[src/rtl/warp_id_queue_pkg.sv]
// Shared defaults and types for the warp-ID queue (1 core / 8 warps / 16 threads).
package warp_id_queue_pkg;

    localparam int unsigned WIQ_DEPTH = 8;
    localparam int unsigned WIQ_WIDTH = 3;
    localparam int unsigned WIQ_AW    = $clog2(WIQ_DEPTH);

    typedef logic [WIQ_WIDTH-1:0] warp_id_t;

endpackage

[src/rtl/warp_id_queue_if.sv]
// Producer/consumer handshake bundle of the warp-ID queue.
interface warp_id_queue_if
    import warp_id_queue_pkg::*;
#(
    parameter int unsigned WIDTH = WIQ_WIDTH,
    parameter int unsigned AW    = WIQ_AW
) ();

    logic             enq_valid;
    logic             enq_ready;
    logic [WIDTH-1:0] enq_bits;
    logic             deq_valid;
    logic             deq_ready;
    logic [WIDTH-1:0] deq_bits;
    logic [AW:0]      count;

    // master: the producer/consumer environment; slave: the queue
    modport master (
        output enq_valid, enq_bits, deq_ready,
        input  enq_ready, deq_valid, deq_bits, count
    );

    modport slave (
        input  enq_valid, enq_bits, deq_ready,
        output enq_ready, deq_valid, deq_bits, count
    );

endinterface

[src/rtl/warp_id_queue_obuf.sv]
// Two-entry in-order output buffer: pop the head, then append lane a, then lane b.
module warp_id_queue_obuf
    import warp_id_queue_pkg::*;
#(
    parameter int unsigned WIDTH = WIQ_WIDTH
) (
    input  logic             clock,
    input  logic             reset_n,
    input  logic             pop,
    input  logic             push_a,
    input  logic [WIDTH-1:0] data_a,
    input  logic             push_b,
    input  logic [WIDTH-1:0] data_b,
    output logic [WIDTH-1:0] head,
    output logic [1:0]       cnt
);

    logic [WIDTH-1:0] slot_q [2];
    logic [WIDTH-1:0] slot_d [2];
    logic [1:0]       cnt_q;
    logic [1:0]       cnt_d;
    logic [1:0]       idx;

    // Caller keeps occupancy within two entries, so idx never exceeds 1 on a write
    always_comb begin
        slot_d = slot_q;
        idx    = cnt_q - 2'(pop);
        if (pop) begin
            slot_d[0] = slot_q[1];
        end
        if (push_a) begin
            slot_d[idx[0]] = data_a;
            idx            = idx + 2'd1;
        end
        if (push_b) begin
            slot_d[idx[0]] = data_b;
            idx            = idx + 2'd1;
        end
        cnt_d = idx;
    end

    always_ff @(posedge clock) begin
        if (!reset_n) begin
            cnt_q <= 2'd0;
        end else begin
            cnt_q <= cnt_d;
        end
    end

    // Payload needs no reset: only slots below cnt_q are ever observed
    always_ff @(posedge clock) begin
        slot_q <= slot_d;
    end

    assign head = slot_q[0];
    assign cnt  = cnt_q;

endmodule

[src/rtl/warp_id_queue.sv]
// Ready/valid warp-ID FIFO controlling an external 1R1W sync-read RAM,
// with a two-entry prefetch buffer hiding the one-cycle read latency.
module warp_id_queue
    import warp_id_queue_pkg::*;
#(
    parameter int unsigned DEPTH = WIQ_DEPTH,
    parameter int unsigned WIDTH = WIQ_WIDTH,
    parameter int unsigned AW    = WIQ_AW
) (
    input  logic             clock,
    input  logic             reset_n,
    warp_id_queue_if.slave   io,
    output logic [AW-1:0]    mem_W0_addr,
    output logic             mem_W0_en,
    output logic [WIDTH-1:0] mem_W0_data,
    output logic [AW-1:0]    mem_R0_addr,
    output logic             mem_R0_en,
    input  logic [WIDTH-1:0] mem_R0_data
);

    localparam int unsigned CW = AW + 1;

    logic [AW-1:0]    wptr_q;
    logic [AW-1:0]    rptr_q;
    logic [CW-1:0]    ram_cnt_q;
    logic [CW-1:0]    ram_cnt_d;
    logic [CW-1:0]    count_q;
    logic             inflight_q;

    logic [1:0]       buf_cnt;
    logic [WIDTH-1:0] buf_head;

    logic             enq_ready;
    logic             enq_fire;
    logic             deq_fire;
    logic [2:0]       room;
    logic             room_ok;
    logic             rd_issue;
    logic             bypass;
    logic             wr_en;

    // Handshake and RAM port decisions; room counts buffer slots free after this cycle's pop
    always_comb begin
        enq_ready = ram_cnt_q < CW'(DEPTH);
        deq_fire  = (buf_cnt != 2'd0) & io.deq_ready;
        enq_fire  = io.enq_valid & enq_ready;
        room      = 3'd2 - 3'(buf_cnt) - 3'(inflight_q) + 3'(deq_fire);
        room_ok   = room != 3'd0;
        rd_issue  = (ram_cnt_q != '0) & room_ok;
        bypass    = (ram_cnt_q == '0) & ~inflight_q & room_ok & enq_fire;
        wr_en     = enq_fire & ~bypass;
        ram_cnt_d = ram_cnt_q + CW'(wr_en) - CW'(rd_issue);
    end

    // Total held changes only through the external handshakes
    always_ff @(posedge clock) begin
        if (!reset_n) begin
            wptr_q     <= '0;
            rptr_q     <= '0;
            ram_cnt_q  <= '0;
            count_q    <= '0;
            inflight_q <= 1'b0;
        end else begin
            if (wr_en) begin
                wptr_q <= wptr_q + AW'(1);
            end
            if (rd_issue) begin
                rptr_q <= rptr_q + AW'(1);
            end
            ram_cnt_q  <= ram_cnt_d;
            count_q    <= count_q + CW'(enq_fire) - CW'(deq_fire);
            inflight_q <= rd_issue;
        end
    end

    // Captured read lands ahead of a bypassed entry; the two never coincide
    warp_id_queue_obuf #(
        .WIDTH (WIDTH)
    ) u_obuf (
        .clock   (clock),
        .reset_n (reset_n),
        .pop     (deq_fire),
        .push_a  (inflight_q),
        .data_a  (mem_R0_data),
        .push_b  (bypass),
        .data_b  (io.enq_bits),
        .head    (buf_head),
        .cnt     (buf_cnt)
    );

    assign io.enq_ready = enq_ready;
    assign io.deq_valid = buf_cnt != 2'd0;
    assign io.deq_bits  = buf_head;
    assign io.count     = count_q;

    assign mem_W0_en   = wr_en;
    assign mem_W0_addr = wptr_q;
    assign mem_W0_data = io.enq_bits;
    assign mem_R0_en   = rd_issue;
    assign mem_R0_addr = rptr_q;

endmodule

[src/flat_wrapper.sv]
// flat-port wrapper written by rule: the top's interface ports become plain ports
module warp_id_queue_flat import warp_id_queue_pkg::*;
#(
    parameter int unsigned DEPTH = WIQ_DEPTH,
    parameter int unsigned WIDTH = WIQ_WIDTH,
    parameter int unsigned AW    = WIQ_AW
)
  (clock, reset_n, mem_W0_addr, mem_W0_en, mem_W0_data, mem_R0_addr, mem_R0_en, mem_R0_data, io_enq_valid, io_enq_bits, io_deq_ready, io_enq_ready, io_deq_valid, io_deq_bits, io_count);
  warp_id_queue_if #(.WIDTH(WIDTH), .AW(AW)) io_i ();
  input  logic clock;
  input  logic reset_n;
  output logic [AW-1:0] mem_W0_addr;
  output logic mem_W0_en;
  output logic [WIDTH-1:0] mem_W0_data;
  output logic [AW-1:0] mem_R0_addr;
  output logic mem_R0_en;
  input  logic [WIDTH-1:0] mem_R0_data;
  input wire logic [$bits(io_i.enq_valid)-1:0] io_enq_valid;
  input wire logic [$bits(io_i.enq_bits)-1:0] io_enq_bits;
  input wire logic [$bits(io_i.deq_ready)-1:0] io_deq_ready;
  output wire logic [$bits(io_i.enq_ready)-1:0] io_enq_ready;
  output wire logic [$bits(io_i.deq_valid)-1:0] io_deq_valid;
  output wire logic [$bits(io_i.deq_bits)-1:0] io_deq_bits;
  output wire logic [$bits(io_i.count)-1:0] io_count;
  assign io_i.enq_valid = io_enq_valid;
  assign io_i.enq_bits = io_enq_bits;
  assign io_i.deq_ready = io_deq_ready;
  assign io_enq_ready = io_i.enq_ready;
  assign io_deq_valid = io_i.deq_valid;
  assign io_deq_bits = io_i.deq_bits;
  assign io_count = io_i.count;
  warp_id_queue #(.DEPTH(DEPTH), .WIDTH(WIDTH), .AW(AW)) u_core (.clock(clock), .reset_n(reset_n), .io(io_i), .mem_W0_addr(mem_W0_addr), .mem_W0_en(mem_W0_en), .mem_W0_data(mem_W0_data), .mem_R0_addr(mem_R0_addr), .mem_R0_en(mem_R0_en), .mem_R0_data(mem_R0_data));
endmodule
[config.mk]
export PLATFORM = sky130hd
export DESIGN_NAME = warp_id_queue_flat
export DESIGN_NICKNAME = d
export VERILOG_FILES = /design/src/rtl/warp_id_queue_pkg.sv /design/src/rtl/warp_id_queue_if.sv /design/src/rtl/warp_id_queue_obuf.sv /design/src/rtl/warp_id_queue.sv /design/src/flat_wrapper.sv
export SDC_FILE = /design/constraint.sdc
export NUM_CORES = 1
export LEC_CHECK = 0
export ABC_CLOCK_PERIOD_IN_PS = 4500
export CAP_MARGIN = 0
export CORE_ASPECT_RATIO = 1.1
export CORE_UTILIZATION = 35
export DETAILED_ROUTE_END_ITERATION = 16
export GPL_TIMING_DRIVEN = 0
export PLACE_DENSITY_LB_ADDON = 0.2
export SYNTH_ARGS = -nofsm -noshare
export SYNTH_HDL_FRONTEND = slang
export SYNTH_SLANG_ARGS = --single-unit
[constraint.sdc]
create_clock -name clock -period 4.5 [get_ports clock]
set_input_delay 0.9 -clock clock [delete_from_list [all_inputs] [get_ports clock]]
set_output_delay 0.9 -clock clock [all_outputs]
set_load 0.1 [all_outputs]
# ---- Yosys cells after proc, flatten, opt, wreduce, memory -nomap -nowiden
# Index checks and enable logic that the tools add are counted.
dict set report totals {
  regBits 23
  in_bits 10
  out_inout_bits 20
  elab_cells 53
}
dict set report classes {
  add_sub_neg 12
  n_lt_le_gt_ge 5
  mux 11
  n_bitwise 11
  n_reduce_logical 6
}
# cell count
set op_table {}
lappend op_table {{bitwise mux 6 bit} 2}
lappend op_table {{2-to-1 mux 6 bit} 2}
lappend op_table {{2-to-1 mux 3 bit} 3}
lappend op_table {{adder 4 x 1 -> 4 bit} 2}
lappend op_table {{subtractor 4 x 1 -> 4 bit} 2}
lappend op_table {{AND 1 bit} 7}
lappend op_table {{adder 3 x 1 -> 3 bit (second input constant)} 2}
lappend op_table {{demux 3 bit (select 1 bit)} 2}
lappend op_table {{adder 2 x 1 -> 2 bit (second input constant)} 2}
lappend op_table {{greater-or-equal comparator 2 bit (second input constant)} 2}
lappend op_table {{zero test 4 bit} 1}
lappend op_table {{< comparator 2 x 1 -> 1 bit (second input constant)} 2}
lappend op_table {{< comparator 4 bit (second input constant)} 1}
lappend op_table {{2-to-1 mux 2 bit} 2}
lappend op_table {{NOT 1 -> 2 bit} 2}
lappend op_table {{nonzero test 4 bit} 1}
lappend op_table {{adder 3 x 1 -> 3 bit} 1}
lappend op_table {{nonzero test 3 bit} 1}
lappend op_table {{subtractor 2 x 2 -> 3 bit (first input constant)} 1}
lappend op_table {{subtractor 3 x 1 -> 3 bit} 1}
lappend op_table {{logical AND 1 bit} 2}
lappend op_table {{NOT 1 bit} 2}
lappend op_table {{nonzero test 2 bit} 1}
lappend op_table {{subtractor 2 x 1 -> 2 bit} 1}

# ---- Depth between registers and ports, before layout
dict set report logic_depth {
  word_depth 12
  mapped_depth 13
  depth_no_buf 13
}

# ---- Cells and area by module
# A second synthesis with hierarchy kept.
dict set report unflattened {
  cells_unflattened 159
  area_unflattened_um2 1441.4
}
# module instances cells_each area_each_um2 seq_area_each_um2
set modules_own_cells {}
lappend modules_own_cells {warp_id_queue 1 100 947.2 300.3}
lappend modules_own_cells {warp_id_queue_obuf 1 59 494.2 160.2}

# ---- Worst setup path after synthesis
# Ideal clock, no wire load.
dict set report synth_timing {
  kind {input port to flip-flop}
  startpoint {input port io_deq_ready}
  endpoint {register u_core.ram_cnt_q[2]}
  setup_ns 0.115
  arrival_ns 4.168
  required_ns 4.385
  path_slack_ns 0.217
  cell_stages 12
  path_buffers 0
  path_cell_list {o21ai_0 fa_1 ha_1 nand3b_1 a21boi_2 inv_1 ha_1 inv_1 ha_1 fa_1 xor2_1 and2_1}
}
dict set report synth_via {
  elab_chain_cells 9
  word_cells_on_any_way 10
  cone_classes {3 x add/sub; 6 x bitwise; 1 x reduce/logical}
}
# element line_no
set synth_rtl {}
lappend synth_rtl {{from (decl)} flat_wrapper.sv:20} ;# input wire logic [$bits(io_i.deq_ready)-1:0] io_deq_ready;
lappend synth_rtl {{AND 1 bit} warp_id_queue.sv:45} ;# deq_fire = (buf_cnt != 2'd0) & io.deq_ready;
lappend synth_rtl {{adder 3 x 1 -> 3 bit} warp_id_queue.sv:47} ;# room = 3'd2 - 3'(buf_cnt) - 3'(inflight_q) + 3'(deq_fire);
lappend synth_rtl {{nonzero test 3 bit} warp_id_queue.sv:48} ;# room_ok = room != 3'd0;
lappend synth_rtl {{AND 1 bit (2 in a row)} warp_id_queue.sv:50} ;# bypass = (ram_cnt_q == '0) & ~inflight_q & room_ok & enq_fire;
lappend synth_rtl {{NOT 1 bit} warp_id_queue.sv:51} ;# wr_en = enq_fire & ~bypass;
lappend synth_rtl {{AND 1 bit} warp_id_queue.sv:51}
lappend synth_rtl {{net mem_W0_en} flat_wrapper.sv:13} ;# output logic mem_W0_en;
lappend synth_rtl {{adder 4 x 1 -> 4 bit} warp_id_queue.sv:52} ;# ram_cnt_d = ram_cnt_q + CW'(wr_en) - CW'(rd_issue);
lappend synth_rtl {{subtractor 4 x 1 -> 4 bit} warp_id_queue.sv:52}
lappend synth_rtl {{to (signal assigned)} warp_id_queue.sv:70} ;# ram_cnt_q <= ram_cnt_d;
lappend synth_rtl {{to (decl)} warp_id_queue.sv:25} ;# logic [CW-1:0] ram_cnt_q;
# The timed path passes the listed nets, and every way through them passes these cells.
# A chain may end at the register's enable or synchronous reset.

# ---- Worst setup path in the final report
dict set report layout_timing {
  startpoint {input port io_deq_ready}
  endpoint {output port mem_W0_en}
}
dict set report layout_via {
  elab_chain_cells 7
}
# element line_no
set layout_rtl {}
lappend layout_rtl {{AND 1 bit} warp_id_queue.sv:45}
lappend layout_rtl {{adder 3 x 1 -> 3 bit} warp_id_queue.sv:47}
lappend layout_rtl {{nonzero test 3 bit} warp_id_queue.sv:48}
lappend layout_rtl {{AND 1 bit (2 in a row)} warp_id_queue.sv:50}
lappend layout_rtl {{NOT 1 bit} warp_id_queue.sv:51}
lappend layout_rtl {{AND 1 bit} warp_id_queue.sv:51}
lappend layout_rtl {{to (decl)} flat_wrapper.sv:13}
# Every way passes these cells.

==> results by group <==
CTS
  – Post-CTS Hold Fix Bufs: 0
  – Post-CTS setup buffers: 0
  – Clk root buf: clkbuf_8
  – H-tree Lvls: 1
  – Num CTS Buffers: 3
  – CTS tree: yes
  – Clock buffer depth: 2
  – Clock Latency Late Sink: approximately 260 ps
  – Clock-pin slew on the worst setup and hold paths: about 80 ps
  – Clock net sink count: 23

Yosys
  – Top cells by area, synth: dfxtp_1, ha_1, and2_1
  – Ys Warns: 0
  – Main flop type after synthesis: dfxtp_1
  – Post-synth ARST share: 0
  – Largest area contributor in the netlist: dfxtp_1
  – Syn nets: 165
  – Sequential area share after synthesis: 0.347
  – Post-synth EDFFs: 0
  – Synth Area per Inst: 9.54 µm²
  – Yosys cell types: 31
  – FF+latch count, synth: 23
  – Syn Inst Count: 139
  – Netlist Area Pre-Place: between 0.001 and 0.0015 mm²
  – Top cell type's share of synthesized area: 0.347

Routing
  – Routed wire per std cell: 11.8 µm
  – Vias: between 1,000 and 1,500
  – DRT Pass-1 Iters: 4
  – # DRC: 0
  – Final ANT Viol Nets: 0
  – Routed Wire Length: 2620 µm
  – Vias per inst: 4.63
  – DR iter-0 viols: 31

Critical path
  – Worst Path Max Fanout: 6
  – End of the critical path: mem_W0_en
  – Crit path cell chain: clkdlybuf4s50_1, o21ai_0, fa_1, ha_1, nand3b_1, a21boi_2, clkdlybuf4s15_2
  – R2r startpoint: u_core.u_obuf.cnt[0]$_SDFF_PN0_
  – RR Endpoint: u_core.ram_cnt_q[2]$_SDFF_PN0_
  – Largest stage delay, worst path: 610 ps
  – Crit start category: input pin
  – Setup Crit Path Kind: in2out
  – Worst-case reg-to-reg path depth: 12
  – CP required: 3600 ps
  – CP Launch Point: io_deq_ready
  – Reg2Reg Setup Slack: approximately 1300 ps
  – CP arrival: 3380 ps
  – Slowest CP cell: clkdlybuf4s15_2
  – Crit end category: primary output

Floorplan
  – CORE AREA: 0.00363 mm²
  – Die ar.: 0.00404 mm²
  – Row cnt: 23
  – Initial core utilization: 0.366
  – Chip width: 60.7 µm
  – # IOs: 30
  – Die Height: roughly 67 µm

STA
  – Fin. max-slew vios: 0
  – # setup viols final: 0
  – Rel. slew slack: 0.349
  – Worst Clk Skew: ~3.6 ps
  – Slew @ Worst Pin: 974 ps
  – Minimum clock period: between 4000 and 5000 ps
  – Post-route setup TNS: 0 ps
  – Peak Freq: 0.234 GHz
  – Period utilisation layout: 0.951
  – RSZ-0062 raised after global routing: false
  – Final hold violations: 0

Global route
  – Total track usage: 0.151
  – First-pass GRT wire length: 4650 µm
  – Largest net degree at the start of global routing: 14
  – Initial antenna violation count: 0
  – Vias in the first global route: ~1,100
  – GR Overflow Total: 0

Placed design
  – Port Buffers: 28
  – Detailed Place HPWL: 2000 µm
  – Final GP Congestion: 0.854

Flow run
  – Max-cap violations: 0

Final layout
  – Layout cells sized above 1: 0.105
  – Area Growth Syn to Fin: 29.5%
  – Final core occ: 0.474
  – Antenna cells: 0
  – Nets: a little under 200

Worst hold path
  – Hold crit path type: reg2reg

Run status
  – Status: finished clean
==> synthesized netlist by cell type (2+ instances only) <==
| cell | count |
|---|---|
| a21o_1 | 3 |
| and2_1 | 12 |
| nand3_1 | 4 |
| inv_1 | 16 |
| ha_1 | 13 |
| nor2b_1 | 3 |
| xor2_1 | 4 |
| o21ai_0 | 2 |
| and3_1 | 3 |
| fa_1 | 3 |
| clkbuf_1 | 2 |
| a31oi_1 | 6 |
| a21oi_1 | 5 |
| mux2i_1 | 5 |
| nand2_1 | 4 |
| xnor2_1 | 7 |
| nor2_1 | 6 |
| buf_4 | 6 |
| dfxtp_1 | 23 |
==> area by class of cell <==
cell class,count,area (µm²)
Fill cell,394,1910
Multi-Input combinational cell,91,748
Sequential cell,23,460
Timing Repair Buffer,28,283
Tap cell,50,62.6
Inverter,16,60.1
Buffer,9,57.6
Clock buffer,3,41.3
Clock inverter,1,5.00
==> layout by cell type (no fill, tap or decap), drive strengths merged, types with 2 or more instances in the layout <==
| cell type | count |
|---|---|
| nor2b | 3 |
| a21boi | 2 |
| mux2i | 5 |
| xnor2 | 7 |
| a21oi | 5 |
| xor2 | 4 |
| buf | 6 |
| o21ai | 2 |
| a21o | 3 |
| and3 | 3 |
| nor2 | 6 |
| fa | 3 |
| dfxtp | 23 |
| ha | 13 |
| inv | 16 |
| a31oi | 6 |
| nand3 | 4 |
| nand2 | 4 |
| clkdlybuf4s15 | 2 |
| and2 | 12 |
| nand3b | 2 |
| clkbuf | 6 |
| clkdlybuf4s50 | 26 |
==> cell families after synthesis <==
logic type	count (synthesis)	synth area share
AOI/OAI and AO/OA	21	0.110
and+or+nand+nor	38	0.175
xor gates and xnor gates	11	0.0726
muxes	5	0.0377
adders and majority gates	16	0.168
buffers and inverters	25	0.0887
DFF	23	0.347
==> worst min path at each step <==
stage | from | end | cells past startpoint
after global placement | u_core.mem_W0_addr[2]$_SDFFE_PN0P_ | u_core.mem_W0_addr[2]$_SDFFE_PN0P_ | 2
after detailed placement | u_core.mem_W0_addr[2]$_SDFFE_PN0P_ | u_core.mem_W0_addr[2]$_SDFFE_PN0P_ | 2
after CTS | u_core.mem_W0_addr[2]$_SDFFE_PN0P_ | u_core.mem_W0_addr[2]$_SDFFE_PN0P_ | 2
after global routing | u_core.mem_W0_addr[2]$_SDFFE_PN0P_ | u_core.mem_W0_addr[2]$_SDFFE_PN0P_ | 2
after floorplan | u_core.u_obuf.slot_q[0]$_DFF_P_ | u_core.u_obuf.slot_q[0]$_DFF_P_ | 2
final | u_core.mem_W0_addr[2]$_SDFFE_PN0P_ | u_core.mem_W0_addr[2]$_SDFFE_PN0P_ | 2
==> registers in the layout, summed over array words and instances, names as in the netlist <==
| register | flops |
|---|---|
| u_core.io.count | 4 |
| u_core.ram_cnt_q | 4 |
| u_core.mem_R0_addr | 3 |
| u_core.mem_W0_addr | 3 |
| u_core.u_obuf.head | 3 |
| u_core.u_obuf.slot_q | 3 |
| u_core.u_obuf.cnt | 2 |
| u_core.inflight_q | 1 |
==> stage by stage <==
| stage | hold slack, ps | instances | cell area, µm² | worst slack, ps |
|---|---|---|---|---|
| global placement | 456 | 217 | 1670 | -364 |
| finish | 479 | 221 | 1720 | 221 |
| global route | 541 | 221 | 1720 | 85.1 |
| detailed placement | 467 | 217 | 1670 | -377 |
| CTS | 483 | 221 | 1720 | 197 |
| floorplan | 514 | 139 | 1330 | 217 |
==> what timing repair did <==
| action | CTS | global route |
|---|---|---|
| endpoints found under the setup margin | 2 | 0 |
| endpoints found under the hold margin | 0 | 0 |
| resized for setup | 6 | 0 |
==> layer usage <==
layer,track usage,share of wire,up-vias
met2,0.261,0.47,32
met4,0.0540,0.0073,0
met3,0.0272,0.049,2
li1,-,-,524
met1,0.184,0.48,466
met5,0,0,-
==> worst max-delay path, delay by kind of cell <==
family,cells,cell delay [ps]
compound gates,2,530
buf+inv,2,1080
fa+ha+maj,2,740
simple gates,1,130
Power is left out: the tool's default activity adds up to more than one toggle a clock period on the data nets, which glitch-free logic cannot reach.
